==> config.mk <==
export PLATFORM = sky130hd
export DESIGN_NAME = frame_swap_ctrl
export DESIGN_NICKNAME = d
export VERILOG_FILES = /design/src/rtl/frame_swap_ctrl.sv
export SDC_FILE = /design/constraint.sdc
export NUM_CORES = 1
export LEC_CHECK = 0
export CAP_MARGIN = 20
export CORE_ASPECT_RATIO = 0.6
export CORE_MARGIN = 5
export CORE_UTILIZATION = 30
export CTS_CLUSTER_SIZE = 25
export DETAILED_ROUTE_END_ITERATION = 6
export SLEW_MARGIN = 20
export SYNTH_ARGS = -nofsm -noshare
export SYNTH_HDL_FRONTEND = slang
export SYNTH_SLANG_ARGS = --single-unit
==> constraint.sdc <==
create_clock -name clk -period 1.75 [get_ports clk]
set_clock_uncertainty 0.05 [all_clocks]
set_input_delay 0.4375 -clock clk [delete_from_list [all_inputs] [get_ports clk]]
set_output_delay 0.4375 -clock clk [all_outputs]
set_load 0.02 [all_outputs]
==> src/rtl/frame_swap_ctrl.sv <==
// Double-buffer sequencer for the LED-matrix frame RAM: DMA fills the back bank,
// and the banks are exchanged only at a scanner frame boundary once the fill is complete.
module frame_swap_ctrl #(
  parameter int TIMEOUT_CYCLES = 2000000,
  parameter int CNT_W          = 16
) (
  input  logic             clk,
  input  logic             rst_n,
  input  logic             csr_start,
  input  logic             csr_auto,
  output logic             dma_start,
  input  logic             dma_done,
  input  logic             scan_frame_end,
  output logic             dma_bank,
  output logic             scan_bank,
  output logic             scan_enable,
  output logic             swap_done,
  output logic             busy,
  output logic             dma_timeout,
  output logic [CNT_W-1:0] frame_count
);

  localparam int TIMER_W = (TIMEOUT_CYCLES > 2) ? $clog2(TIMEOUT_CYCLES) : 1;
  localparam logic [TIMER_W-1:0] TIMER_TERM = TIMER_W'(TIMEOUT_CYCLES - 1);

  typedef enum logic [1:0] {IDLE, FILL, READY, SWAP} state_t;

  state_t             state;
  state_t             state_next;
  logic [TIMER_W-1:0] timer;
  logic [TIMER_W-1:0] timer_d;
  logic               csr_start_q;
  logic               start_edge;
  logic               fill_entry;
  logic               dma_start_d;
  logic               busy_d;
  logic               swap_done_d;
  logic               dma_timeout_d;
  logic               dma_bank_d;
  logic               scan_bank_d;
  logic               scan_enable_d;
  logic [CNT_W-1:0]   frame_count_d;

  // Every output is the registered form of a value precomputed by the output process.
  always_ff @(posedge clk) begin
    if (!rst_n) begin
      state       <= IDLE;
      timer       <= '0;
      csr_start_q <= 1'b0;
      dma_start   <= 1'b0;
      busy        <= 1'b0;
      swap_done   <= 1'b0;
      dma_timeout <= 1'b0;
      dma_bank    <= 1'b1;
      scan_bank   <= 1'b0;
      scan_enable <= 1'b0;
      frame_count <= '0;
    end else begin
      state       <= state_next;
      timer       <= timer_d;
      csr_start_q <= csr_start;
      dma_start   <= dma_start_d;
      busy        <= busy_d;
      swap_done   <= swap_done_d;
      dma_timeout <= dma_timeout_d;
      dma_bank    <= dma_bank_d;
      scan_bank   <= scan_bank_d;
      scan_enable <= scan_enable_d;
      frame_count <= frame_count_d;
    end
  end

  assign start_edge = csr_start & ~csr_start_q;

  always_comb begin
    state_next = state;
    case (state)
      IDLE:  if (start_edge) state_next = FILL;
      // A completed fill wins over a timeout landing in the same cycle.
      FILL: begin
        if (dma_done)                 state_next = READY;
        else if (timer == TIMER_TERM) state_next = IDLE;
      end
      READY: if (!scan_enable || scan_frame_end) state_next = SWAP;
      SWAP:  state_next = csr_auto ? FILL : IDLE;
      default: state_next = IDLE;
    endcase
  end

  always_comb begin
    fill_entry    = (state_next == FILL) && (state != FILL);
    dma_start_d   = fill_entry;
    busy_d        = (state_next != IDLE);
    swap_done_d   = (state_next == SWAP);
    dma_timeout_d = dma_timeout;
    if (fill_entry && state == IDLE)
      dma_timeout_d = 1'b0;
    else if (state == FILL && state_next == IDLE)
      dma_timeout_d = 1'b1;
    timer_d = timer;
    if (fill_entry)
      timer_d = '0;
    else if (state == FILL && timer != TIMER_TERM)
      timer_d = timer + 1'b1;
    dma_bank_d    = swap_done_d ? ~dma_bank : dma_bank;
    scan_bank_d   = swap_done_d ? ~scan_bank : scan_bank;
    scan_enable_d = scan_enable | swap_done_d;
    frame_count_d = swap_done_d ? frame_count + 1'b1 : frame_count;
  end

endmodule
After elaboration in Yosys (flattened, before gate mapping)
Index checks and enable logic that the tools add are counted.

operators by class
  equality and inequality tests = 8
  bitwise logic cells = 6
  reduce and logical (&&, ||, !) cells = 11
  multiplexer cells = 6
  $add $sub $neg = 2

operator list
  cell                                                    number
  adder 21 x 1 -> 21 bit (second input constant)          1
  == test 21 bit (second input constant)                  1
  inequality test 21 bit (second input constant)          1
  adder 16 x 1 -> 16 bit (second input constant)          1
  two-way mux 2 bit                                       4
  case mux 2 bit (4 select lines)                         1
  == test 2 bit (second input constant)                   3
  == test 2 x 1 -> 1 bit (second input constant)          2
  logical AND 1 bit                                       4
  zero test 2 bit                                         2
  NOT 1 bit                                               4
  OR reduction 2 bit                                      2
  inequality test 2 x 1 -> 1 bit (second input constant)  1
  nonzero test 2 bit                                      1
  bitwise AND 1 bit                                       1
  zero test 1 bit                                         1
  logical OR 1 bit                                        1
  two-way mux 1 bit                                       1
  OR 1 bit                                                1

storage, ports and cells
  input bits = 6
  register bits = 47
  logic and storage cells = 44
  output and inout bits = 23

Longest topological paths before layout
  word-level depth = 8
  gate-level depth with buffers = 7

Worst setup path after synthesis
OpenSTA, ideal clock, no wires.

  path kind = flip-flop to flip-flop
  from = reg frame_count[0]
  to = reg frame_count[6]
  path slack = -0.055 ns
  cell stages (with the launch flop) = 6
  arrival time = 1.684 ns
  cells stage by stage = dfxtp_1 > ha_1 > or4b_4 > buf_6 > or3_1 > a21oi_1

on the way
  cells in the longest elaborated chain, start to end = 1

ends and longest elaborated chain
  element                 line  source
  from (decl)             20    output logic [CNT_W-1:0] frame_count
  from (signal assigned)  69    frame_count <= frame_count_d;
  adder 16 x 1 -> 16 bit  108   frame_count_d = swap_done_d ? frame_count + 1'b1 : frame_count;

No other way between the ends.
A chain may end at the register's enable or synchronous reset.

Worst setup path after layout
  from = reg timer[1]
  to = reg timer[13]

on the way
  cells in the longest elaborated chain, start to end = 7
  elaborated cells between the ends (all ways) = 10

ends and longest elaborated chain
  element                          line  source
  from (decl)                      30    logic [TIMER_W-1:0] timer;
  from (signal assigned)           60    timer <= timer_d;
  == test 21 bit                   82    else if (timer == TIMER_TERM) state_next = IDLE;
  two-way mux 2 bit                82
  two-way mux 2 bit                81    if (dma_done) state_next = READY;
  case mux 2 bit (4 select lines)  77    case (state)
  == test 2 x 1 -> 1 bit           91    fill_entry = (state_next == FILL) && (state != FILL);
  logical AND 1 bit                91
  OR reduction 2 bit (no line)     --

Parallel ways exist; a longest one is shown, timed or not.

==> run metrics <==
Die Height 76.6 um; # DRC 0; flop-to-flop setup slack 20 ps; ratio of cells with drive above 1 in the final layout 28.1%; FF/Latch Area 953 um^2; Crit path arrival time 1860 ps; Synth Register Bits 47; RSZ-0062 raised after global routing yes; synth cell count leaders 47 x dfxtp_1, 30 x nor2_1, 22 x nand2_1, 17 x nand3_1, 16 x xnor2_1; Core ar. 7240 um^2; sequential area share after synthesis 42.4%; total number of vias 2036; Worst Hold Class in -> reg; wl on met1 3260 um; mapped cell area 2220 um^2; IO Pins 29; Placer Congestion 0.847; largest net degree at the start of global routing 19; starting density of the core 30.7%; hold endpoint csr_start_q$_SDFF_PN0_; DR top layer met4; drt first-iter violations 102; Max rail drop VDD 0.000408 V; clock sinks 47; Root Driver clkbuf_16; Avg Vias per Cell 4.72; final worst slack 24.9 ps; Fmax achieved 0.580 GHz; final setup TNS 0 ps; synth warn 0; startpoint types flop; top-area cell type share of the netlist area 42.4%; WL met3 329 um; Post-Syn Instances 250; drt first pass iters 5; PortBufs 28; Num CTS Buffers 5; total gr overflow 0; clock-pin slew on the worst setup and hold paths 60 ps; gr usage total 13.5%; Nets 334; area delta synth->final 46.5%; RR Startpoint timer[1]$_SDFFE_PP0P_; maximum fanout along the worst path 7; most frequent cell after synthesis dfxtp_1; Yosys cell types 38; Post-synth EDFFs 0; die area 9280 um^2; post-route ant nets 0; path depth of the worst reg2reg path 7; fin cells 431; TritonCTS clock tree done; post-synthesis async set-or-reset flop share 0%; min-delay src csr_start; Slew Viols, Final 0; H-tree depth 2; initial antenna violation count 0; Main synth FF type dfxtp_1; Net Count, Synth 258; WL final 5950 um; clk buf depth 2; Placement Setup Slack -459 ps; # fillers 703; leakage 1.37 nW; worst reg2reg endpoint timer[13]$_SDFFE_PP0P_; DIE WIDTH 121 um; status complete, no violations; CP endpoint kind flop; total power 2.45 mW; syn_area_per_cell 8.88 um^2; Final Hold Viols 0; post-layout min period 1730 ps; number of global-route vias before repair 1964; first-pass GRT wire length 9960 um; wire length on met2 2270 um; pwr/cell area 754 nW/um^2; DP Wirelength 4320 um; top cell type by total area after synthesis dfxtp_1; Critical Setup Path Class reg -> reg; clk_lat worst skew 290 ps; Setup Viol. Count Final 0; hold path depth 2; ant diodes 0; Multi-input gate area 1320 um^2; Least-Margin Pin Slew 391 ps; worst endpoint required time 1890 ps; period utilization 98.6%; CTS Hold Bufs 0; Routed WL per cell 13.8 um; max cap viols 0; hold slack 390 ps; Slew headroom 73.9%; FP Rows 24; largest cells by area after synthesis dfxtp_1 42%, xnor2_1 6.3%, nor2_1 5.1%; placed cells 420
## per-stage QoR
stage / util (%) / instance area [um^2]
after floorplan: - / 2250
after global placement: 41.1 / 2980
after detailed placement: 41.1 / 2980
after CTS: 43.7 / 3160
after global routing: 44.9 / 3250
final: 44.9 / 3250
## worst max-delay path, stage by stage, from the launching register on
cell and delay (ps):
dfxtp_2 330, ha_4 150, nand4b_1 90, and4bb_2 300, buf_6 160, a2111oi_4 310
xnor2_1 160, nor2_1 60
## how the worst max path moves through the flow
stage,startpoint,to,cells past startpoint
2_1_floorplan,csr_start,timer[19]$_SDFFE_PP0P_,6
3_3_place_gp,csr_start,timer[19]$_SDFFE_PP0P_,6
3_5_place_dp,csr_start,timer[19]$_SDFFE_PP0P_,6
4_1_cts,timer[0]$_SDFFE_PP0P_,timer[13]$_SDFFE_PP0P_,7
5_1_grt,timer[1]$_SDFFE_PP0P_,timer[13]$_SDFFE_PP0P_,7
6_report,timer[1]$_SDFFE_PP0P_,timer[13]$_SDFFE_PP0P_,7
## cells in the final DEF, fill, tap and decap left out, drive strengths merged, types with 4 or more instances in the layout
cell / synthesis / layout
nor2: 30 / 30
and4: 6 / 6
and3: 6 / 7
nor3: 6 / 6
buf: 5 / 49
nand3: 17 / 17
xor2: 11 / 11
nor2b: 4 / 4
mux2i: 4 / 4
nand2b: 8 / 8
o21ai: 7 / 7
a21oi: 13 / 13
dfxtp: 47 / 47
inv: 5 / 5
xnor2: 16 / 16
clkdlybuf4s50: 0 / 6
or3: 4 / 4
nand2: 22 / 22
dlymetal6s2s: 0 / 4
clkbuf: 4 / 6
nand4: 9 / 9
dlygate4sd2: 0 / 18
and2: 5 / 5
## metal layers
layer	vias to the layer above	track usage [%]
met4	0	4.52
met1	951	20.7
met5	-	0
met2	49	17.3
met3	8	4.15
li1	1028	-
## cells by family (layout without fill, tap and decap cells)
logic type / after synthesis / count (layout) / share of synthesized area (%)
adder cells (fa/ha/maj): 2 / 2 / 1.13
AND/OR/NAND/NOR: 129 / 130 / 32.7
AO/OA/AOI/OAI: 26 / 26 / 7.22
flip-flops: 47 / 47 / 42.4
multiplexers: 5 / 5 / 2.99
XOR/XNOR: 27 / 27 / 10.7
buffers and inverters: 14 / 90 / 2.93
## report_power, final
group / total [mW] / internal (mW) / switching (mW) / leakage [nW]
registers: 1.11 / 1.09 / 0.0144 / 0.385
clock network: 1.13 / 0.711 / 0.417 / 0.0868
logic: 0.219 / 0.107 / 0.112 / 0.901
total: 2.45 / 1.91 / 0.543 / 1.37
## cell type report
class | count | share of cell area (%)
sequential | 47 | 29.3
clock inverter | 2 | 1.08
inverter | 5 | 0.577
tap | 104 | 4.00
timing repair buffer | 77 | 20.0
clock buffer | 6 | 4.27
multi-input combinational | 190 | 40.7
## state kept, by name, summed over array words and instances, names as in the netlist
name / count
timer: 21
state: 2
swap_done: 1
dma_bank: 1
dma_start: 1
dma_timeout: 1
frame_count: 16
busy: 1
scan_enable: 1
scan_bank: 1
csr_start_q: 1
## repair_timing
| item | CTS | global route |
|---|---|---|
| setup endpoints to repair | 50 | 35 |
| pin swaps | 5 | 12 |
| buffers inserted | 0 | 2 |
| cloned | 1 | 0 |
| resized for setup | 22 | 25 |
Power figures use the tool's default switching activity.
